[config.mk]
export PLATFORM = sky130hd
export DESIGN_NAME = uart_rx
export DESIGN_NICKNAME = d
export VERILOG_FILES = /design/src/rtl/uart_rx.sv
export SDC_FILE = /design/constraint.sdc
export NUM_CORES = 1
export LEC_CHECK = 0
export CORE_MARGIN = 4
export CORE_UTILIZATION = 65
export DETAILED_ROUTE_END_ITERATION = 10
export DONT_BUFFER_PORTS = 1
export PLACE_DENSITY_LB_ADDON = 0.2
export SLEW_MARGIN = 20
export SYNTH_ARGS = -nofsm -noshare
export SYNTH_HDL_FRONTEND = slang
export SYNTH_SLANG_ARGS = --single-unit
[constraint.sdc]
create_clock -name clk -period 2.9 [get_ports clk]
set_input_delay 0.58 -clock clk [delete_from_list [all_inputs] [get_ports clk]]
set_output_delay 0.58 -clock clk [all_outputs]
set_load 0.1 [all_outputs]
[src/rtl/uart_rx.sv]
// uart_rx: oversampling UART receiver with runtime word length, parity and baud selection
module uart_rx #(
    parameter int CLK_HZ     = 4915200,
    parameter int OVERSAMPLE = 16
) (
    input  logic       clk,
    input  logic       resetn,
    input  logic       serial_data_in,
    input  logic [3:0] data_length,
    input  logic [1:0] parity_type,
    input  logic [1:0] baud_rate,
    output logic [7:0] data_out,
    output logic       data_valid,
    output logic       parity_error,
    output logic       framing_error,
    output logic       busy
);
    localparam int DIV0_RAW = CLK_HZ / (OVERSAMPLE * 4800);
    localparam int DIV1_RAW = CLK_HZ / (OVERSAMPLE * 9600);
    localparam int DIV2_RAW = CLK_HZ / (OVERSAMPLE * 19200);
    localparam int DIV3_RAW = CLK_HZ / (OVERSAMPLE * 38400);
    localparam int DIV0 = DIV0_RAW < 1 ? 1 : DIV0_RAW;
    localparam int DIV1 = DIV1_RAW < 1 ? 1 : DIV1_RAW;
    localparam int DIV2 = DIV2_RAW < 1 ? 1 : DIV2_RAW;
    localparam int DIV3 = DIV3_RAW < 1 ? 1 : DIV3_RAW;
    localparam int DW = $clog2(DIV0 + 1);
    localparam int TW = $clog2(OVERSAMPLE) + 1;
    localparam logic [TW-1:0] MID  = TW'(OVERSAMPLE / 2 - 1);
    localparam logic [TW-1:0] LAST = TW'(OVERSAMPLE - 1);

    typedef enum logic [2:0] {IDLE, START, DATA, PARITY, STOP} state_t;

    state_t        state, next_state;
    logic          rx_meta, rx, rx_prev;
    logic [DW-1:0] div_cnt, div_sel;
    logic [TW-1:0] tick_cnt;
    logic [2:0]    bit_cnt;
    logic [3:0]    len_q, len_clamped;
    logic [1:0]    par_q, baud_q;
    logic [7:0]    shift;
    logic          par_bit;
    logic          start_edge, tick, at_mid, at_end, last_bit, par_en;

    assign start_edge  = rx_prev & ~rx;
    assign div_sel     = baud_q == 2'd0 ? DW'(DIV0) :
                         baud_q == 2'd1 ? DW'(DIV1) :
                         baud_q == 2'd2 ? DW'(DIV2) : DW'(DIV3);
    assign tick        = (state != IDLE) && (div_cnt == div_sel - DW'(1));
    assign at_mid      = tick && (tick_cnt == MID);
    assign at_end      = tick && (tick_cnt == LAST);
    assign last_bit    = {1'b0, bit_cnt} == len_q - 4'd1;
    assign par_en      = ~par_q[1];
    assign len_clamped = data_length < 4'd5 ? 4'd5 : data_length > 4'd8 ? 4'd8 : data_length;
    assign busy        = state != IDLE;

    // two-flop synchronizer plus one delayed copy for falling-edge detection
    always_ff @(posedge clk or negedge resetn) begin
        if (!resetn) begin
            rx_meta <= 1'b1;
            rx      <= 1'b1;
            rx_prev <= 1'b1;
        end else begin
            rx_meta <= serial_data_in;
            rx      <= rx_meta;
            rx_prev <= rx;
        end
    end

    // state register
    always_ff @(posedge clk or negedge resetn) begin
        if (!resetn) state <= IDLE;
        else         state <= next_state;
    end

    // next-state: each bit is judged only at its sample tick
    always_comb begin
        next_state = state;
        case (state)
            IDLE:    next_state = start_edge ? START : IDLE;
            START:   next_state = at_mid ? (rx ? IDLE : DATA) : START;
            DATA:    next_state = (at_end && last_bit) ? (par_en ? PARITY : STOP) : DATA;
            PARITY:  next_state = at_end ? STOP : PARITY;
            STOP:    next_state = at_end ? IDLE : STOP;
            default: next_state = IDLE;
        endcase
    end

    // baud/sample counters, frame settings latch and bit capture
    always_ff @(posedge clk or negedge resetn) begin
        if (!resetn) begin
            div_cnt  <= '0;
            tick_cnt <= '0;
            bit_cnt  <= '0;
            len_q    <= 4'd8;
            par_q    <= 2'd2;
            baud_q   <= 2'd0;
            shift    <= '0;
            par_bit  <= 1'b0;
        end else begin
            div_cnt <= (state == IDLE || tick) ? '0 : div_cnt + DW'(1);
            if (state == IDLE || at_end || (state == START && at_mid)) tick_cnt <= '0;
            else if (tick)                                             tick_cnt <= tick_cnt + TW'(1);
            if (state == IDLE && start_edge) begin
                len_q   <= len_clamped;
                par_q   <= parity_type;
                baud_q  <= baud_rate;
                shift   <= '0;
                bit_cnt <= '0;
            end
            if (state == DATA && at_end) begin
                shift[bit_cnt] <= rx;
                bit_cnt        <= bit_cnt + 3'd1;
            end
            if (state == PARITY && at_end) par_bit <= rx;
        end
    end

    // result registers update together with the data_valid pulse and then hold
    always_ff @(posedge clk or negedge resetn) begin
        if (!resetn) begin
            data_out      <= '0;
            data_valid    <= 1'b0;
            parity_error  <= 1'b0;
            framing_error <= 1'b0;
        end else begin
            data_valid <= (state == STOP) && at_end;
            if (state == STOP && at_end) begin
                data_out      <= shift;
                parity_error  <= par_en & (^shift ^ par_bit ^ par_q[0]);
                framing_error <= ~rx;
            end
        end
    end
endmodule

==> impl_table.tex <==
\begin{tabular}{lr}
\hline
Metric & Value \\
\hline
\multicolumn{2}{l}{\textbf{Timing}} \\
\quad Sum of negative setup slack & 0 ns \\
\quad Total setup violations reported at the end of the flow & 0 \\
\quad Post-route worst hold slack & 0.105 ns \\
\quad Clock Skew & 0.0103 ns \\
\quad Worst slew slack as a fraction of its limit & 39.7\% \\
\quad Hold Fails Final Rpt & 0 \\
\quad Setup repair after global routing missed its margin & no \\
\quad Final critical delay including setup and external delays & 2.48 ns \\
\quad Timing-limited maximum frequency & 0.403 GHz \\
\quad Slew @ Worst Pin & 0.904 ns \\
\quad Final critical-path share of the clock period & 85.5\% \\
\quad Number of max-slew violations in the final report & 0 \\
\multicolumn{2}{l}{\textbf{Critical path}} \\
\quad Crit path top cell by count & sky130\_fd\_sc\_hd\_\_ha\_1 \\
\quad Max FO, Critical Path & 14 \\
\quad Worst-path cell with the longest stage delay & sky130\_fd\_sc\_hd\_\_nor4b\_1 \\
\quad Type of element capturing the critical path & flip-flop \\
\quad Reg-to-reg critical path endpoint & shift[1]\$\_DFF\_PN0\_ \\
\quad Startpoint of the worst register-to-register path & tick\_cnt[0]\$\_DFFE\_PN0P\_ \\
\quad Crit path arrival time & 2.71 ns \\
\quad Number of cells on the critical path & 8 \\
\quad Delay-heaviest family, CP & simple AND/OR/NAND/NOR gates \\
\quad Worst reg-to-reg setup slack & 0.42 ns \\
\quad Worst setup path category & flip-flop to flip-flop \\
\quad Delay contributed by the slowest stage of the critical path & 0.44 ns \\
\quad Reg2reg path depth & 8 \\
\quad Number of buffer and inverter stages on the critical path & 1 \\
\quad Critical-path cell list & ha\_1, and3\_1, ha\_1, inv\_1, nor2\_1, nand4\_2, nor4b\_1, mux2i\_1 \\
\quad Worst endpoint required time & 3.13 ns \\
\quad Critical Path Source Type & flip-flop \\
\quad Crit path capture & shift[1]\$\_DFF\_PN0\_ \\
\quad Origin of the worst setup path & tick\_cnt[0]\$\_DFFE\_PN0P\_ \\
\multicolumn{2}{l}{\textbf{Floorplan}} \\
\quad Die outline height & 69.6 um \\
\quad IO Count & 23 \\
\quad Area of the core & 3660 um\^{}2 \\
\quad Chip Width & 69.6 um \\
\quad Area of the die & 4840 um\^{}2 \\
\quad Standard-cell rows & 22 \\
\quad Initial standard-cell utilization of the core & 67.3\% \\
\multicolumn{2}{l}{\textbf{GRT}} \\
\quad Number of global-route vias before repair & 1,677 \\
\quad GR Util met3 & 5.80\% \\
\quad Total grt overflow & 0 \\
\quad Largest net degree at the start of global routing & 45 \\
\quad Global-route track usage on met2 & 31.1\% \\
\quad Fraction of met1 tracks used by global routing & 26.8\% \\
\quad First-pass GRT wire length & 7690 um \\
\quad Global-route usage over all layers & 19.7\% \\
\quad GRT Max-Usage Layer & met2 \\
\quad Antenna violations before repair & 0 \\
\multicolumn{2}{l}{\textbf{Placement}} \\
\quad Final HPWL from detailed placement & 3300 um \\
\quad Count of input and output buffers & 0 \\
\quad Count of placed standard cells including taps & 279 \\
\quad Routability congestion estimate & 0.824 \\
\multicolumn{2}{l}{\textbf{Drt}} \\
\quad Number of optimization iterations in the first detailed-route pass & 4 \\
\quad Number of DRC markers after the initial detailed-route iteration & 158 \\
\quad Average routed wire per standard cell & 16.0 um \\
\quad Via count of the routed design & 1,723 \\
\quad Vias per cell & 5.98 \\
\quad Final routed wirelength across all metal layers & 4610 um \\
\quad DRC violations left & 0 \\
\quad Number of antenna-violating nets in the routed design & 0 \\
\multicolumn{2}{l}{\textbf{Logic synthesis}} \\
\quad Share of the yosys chip area belonging to registers & 50.1\% \\
\quad Cell types occupying the most area after synthesis & sky130\_fd\_sc\_hd\_\_dfrtp\_1, sky130\_fd\_sc\_hd\_\_xnor2\_1, sky130\_fd\_sc\_hd\_\_dfstp\_2 \\
\quad Number of enable flip-flop cells after synthesis & 0 \\
\quad Flip-flop and latch count after synthesis & 49 \\
\quad Total number of yosys warnings & 0 \\
\quad Portion of synthesized cell area occupied by the leading cell type & 44.7\% \\
\quad Post-synthesis cell area & 2460 um\^{}2 \\
\quad Largest area contributor in the netlist & sky130\_fd\_sc\_hd\_\_dfrtp\_1 \\
\quad Number of nets in the synthesized netlist & 252 \\
\quad Most instantiated flip-flop cell in the synthesis netlist & sky130\_fd\_sc\_hd\_\_dfrtp\_1 \\
\quad Share of synthesized flip-flops with an asynchronous set or reset & 100\% \\
\quad Count of different cell masters after synthesis & 49 \\
\quad Number of instances in the synthesized netlist & 236 \\
\quad Average footprint of a synthesized cell & 10.4 um\^{}2 \\
\multicolumn{2}{l}{\textbf{Clock tree}} \\
\quad Buffers inserted by post-CTS timing repair & 0 \\
\quad Number of buffers added by the clock tree synthesis step & 5 \\
\quad Post-CTS clock slew at the launch and capture registers of the worst setup and hold paths & 0.09 ns \\
\quad Clock root buffer master & sky130\_fd\_sc\_hd\_\_clkbuf\_8 \\
\quad Clock sink total & 49 \\
\quad TritonCTS clock tree & done \\
\quad Resize count post-CTS & 0 \\
\quad Number of buffers between clock root and the deepest sink & 2 \\
\quad Cts hold-fix bufs & 1 \\
\quad H-tree depth & 2 \\
\quad Worst-skew pair later-pin latency & 0.31 ns \\
\multicolumn{2}{l}{\textbf{Run}} \\
\quad Max-cap viol count & 0 \\
\multicolumn{2}{l}{\textbf{Final layout}} \\
\quad Antenna diode count & 0 \\
\quad Leading cell types in the layout, fill and taps excluded & sky130\_fd\_sc\_hd\_\_dfrtp\_1, sky130\_fd\_sc\_hd\_\_nand2\_1, sky130\_fd\_sc\_hd\_\_xnor2\_1, sky130\_fd\_sc\_hd\_\_nor2\_1 \\
\quad Fill cell instance count of the final layout & 258 \\
\quad Synth-to-Final Area Change & 6.25\% \\
\quad Most common cell after layout, fill and taps aside & sky130\_fd\_sc\_hd\_\_dfrtp\_1 \\
\quad Fraction of layout cells with a size suffix above 1 & 15.0\% \\
\quad Net count of the finished layout & 255 \\
\quad Post-route insts no fill & 288 \\
\multicolumn{2}{l}{\textbf{Worst hold path}} \\
\quad Path type of the worst min-delay path & primary input to asynchronous set/reset pin \\
\multicolumn{2}{l}{\textbf{Pwr}} \\
\quad Highest ir drop seen on vdd & 0.683 mV \\
\quad Leakage component of the power & 1.14 nW \\
\quad Power per standard cell area & 625 nW/um\^{}2 \\
\multicolumn{2}{l}{\textbf{Status}} \\
\quad Outcome & complete, no violations \\
\hline
\end{tabular}
==> flip-flops by register name (all words and copies together) (netlist names) <==
name	count
len_q	4
bit_cnt	3
rx_meta	1
rx_prev	1
framing_error	1
baud_q	2
par_bit	1
shift	8
div_cnt	7
parity_error	1
data_valid	1
par_q	2
data_out	8
state	3
rx	1
tick_cnt	5
==> metrics by stage <==
step / util, % / power, mW / area, um^2 / worst slack (ns)
5_1_grt: 71.5 / 1.72 / 2620 / 0.189
4_1_cts: 71.5 / 1.64 / 2620 / 0.444
6_report: 71.5 / 1.64 / 2620 / 0.420
3_3_place_gp: 68.4 / 1.19 / 2500 / 0.600
2_1_floorplan: - / 1.13 / 2460 / 0.940
3_5_place_dp: 68.4 / 1.21 / 2500 / 0.477
==> kinds of logic after synthesis <==
| family | share of synthesized area (%) |
|---|---|
| multiplexers | 8.64 |
| flip-flops | 50.1 |
| AO/OA/AOI/OAI | 8.44 |
| adder cells (fa/ha/maj) | 2.54 |
| XOR/XNOR | 6.76 |
| buffers and inverters | 3.71 |
| AND/OR/NAND/NOR | 19.9 |
==> power by group <==
| group | switching (mW) | internal, mW |
|---|---|---|
| registers | 0.0826 | 0.767 |
| clock network | 0.247 | 0.176 |
| logic | 0.211 | 0.152 |
| total | 0.540 | 1.10 |
==> worst register-to-register path, cell delays in order (launching register included) <==
cell                      delay, ns
sky130_fd_sc_hd__dfrtp_1       0.40
sky130_fd_sc_hd__ha_1          0.22
sky130_fd_sc_hd__and3_1        0.17
sky130_fd_sc_hd__ha_1          0.21
sky130_fd_sc_hd__inv_1         0.09
sky130_fd_sc_hd__nor2_1        0.25
sky130_fd_sc_hd__nand4_2       0.40
sky130_fd_sc_hd__nor4b_1       0.45
sky130_fd_sc_hd__mux2i_1       0.23
==> cells in the mapped netlist (2+ instances only) <==
cell type	count
sky130_fd_sc_hd__nand3_1	10
sky130_fd_sc_hd__nand2_1	31
sky130_fd_sc_hd__a21oi_1	4
sky130_fd_sc_hd__o31ai_1	2
sky130_fd_sc_hd__nor3_2	2
sky130_fd_sc_hd__xor2_1	3
sky130_fd_sc_hd__dfstp_2	5
sky130_fd_sc_hd__and3_1	3
sky130_fd_sc_hd__mux2_2	10
sky130_fd_sc_hd__xnor2_1	16
sky130_fd_sc_hd__nor2_1	16
sky130_fd_sc_hd__nor4_2	3
sky130_fd_sc_hd__dfrtp_1	44
sky130_fd_sc_hd__and2_1	3
sky130_fd_sc_hd__nor3_1	4
sky130_fd_sc_hd__a22o_1	3
sky130_fd_sc_hd__mux2i_1	10
sky130_fd_sc_hd__nor2b_1	2
sky130_fd_sc_hd__inv_1	12
sky130_fd_sc_hd__ha_1	5
sky130_fd_sc_hd__nor4b_1	2
sky130_fd_sc_hd__or4_1	2
sky130_fd_sc_hd__o21ai_0	12
sky130_fd_sc_hd__clkbuf_1	5
sky130_fd_sc_hd__or3_1	3
==> layout make-up <==
class | count | area (um^2) | share of cell area (%)
clock inverters | 3 | 25.0 | 0.956
flip-flops and latches | 49 | 1230 | 47.1
well taps | 48 | 60.1 | 2.30
repair buffers | 4 | 42.5 | 1.63
multi-input cells | 166 | 1140 | 43.5
clock buffers | 5 | 68.8 | 2.63
inverters | 13 | 48.8 | 1.87
==> worst min path at each step <==
stage	start	to	slack (ns)	cells past startpoint
4_1_cts	resetn	rx$_DFF_PN1_	0.1	0
5_1_grt	resetn	rx_meta$_DFF_PN1_	0.09	0
3_3_place_gp	resetn	tick_cnt[4]$_DFFE_PN0P_	0.29	0
2_1_floorplan	resetn	baud_q[0]$_DFFE_PN0P_	0.28	0
6_report	resetn	rx_prev$_DFF_PN1_	0.11	0
3_5_place_dp	resetn	tick_cnt[4]$_DFFE_PN0P_	0.29	0
==> metal layers <==
layer	part of all wire [%]	wire (um)
met1	46	2100
met2	46	2140
met3	6.7	310
met4	1.2	55
met5	0	0
(Power assumes the default switching activity.)
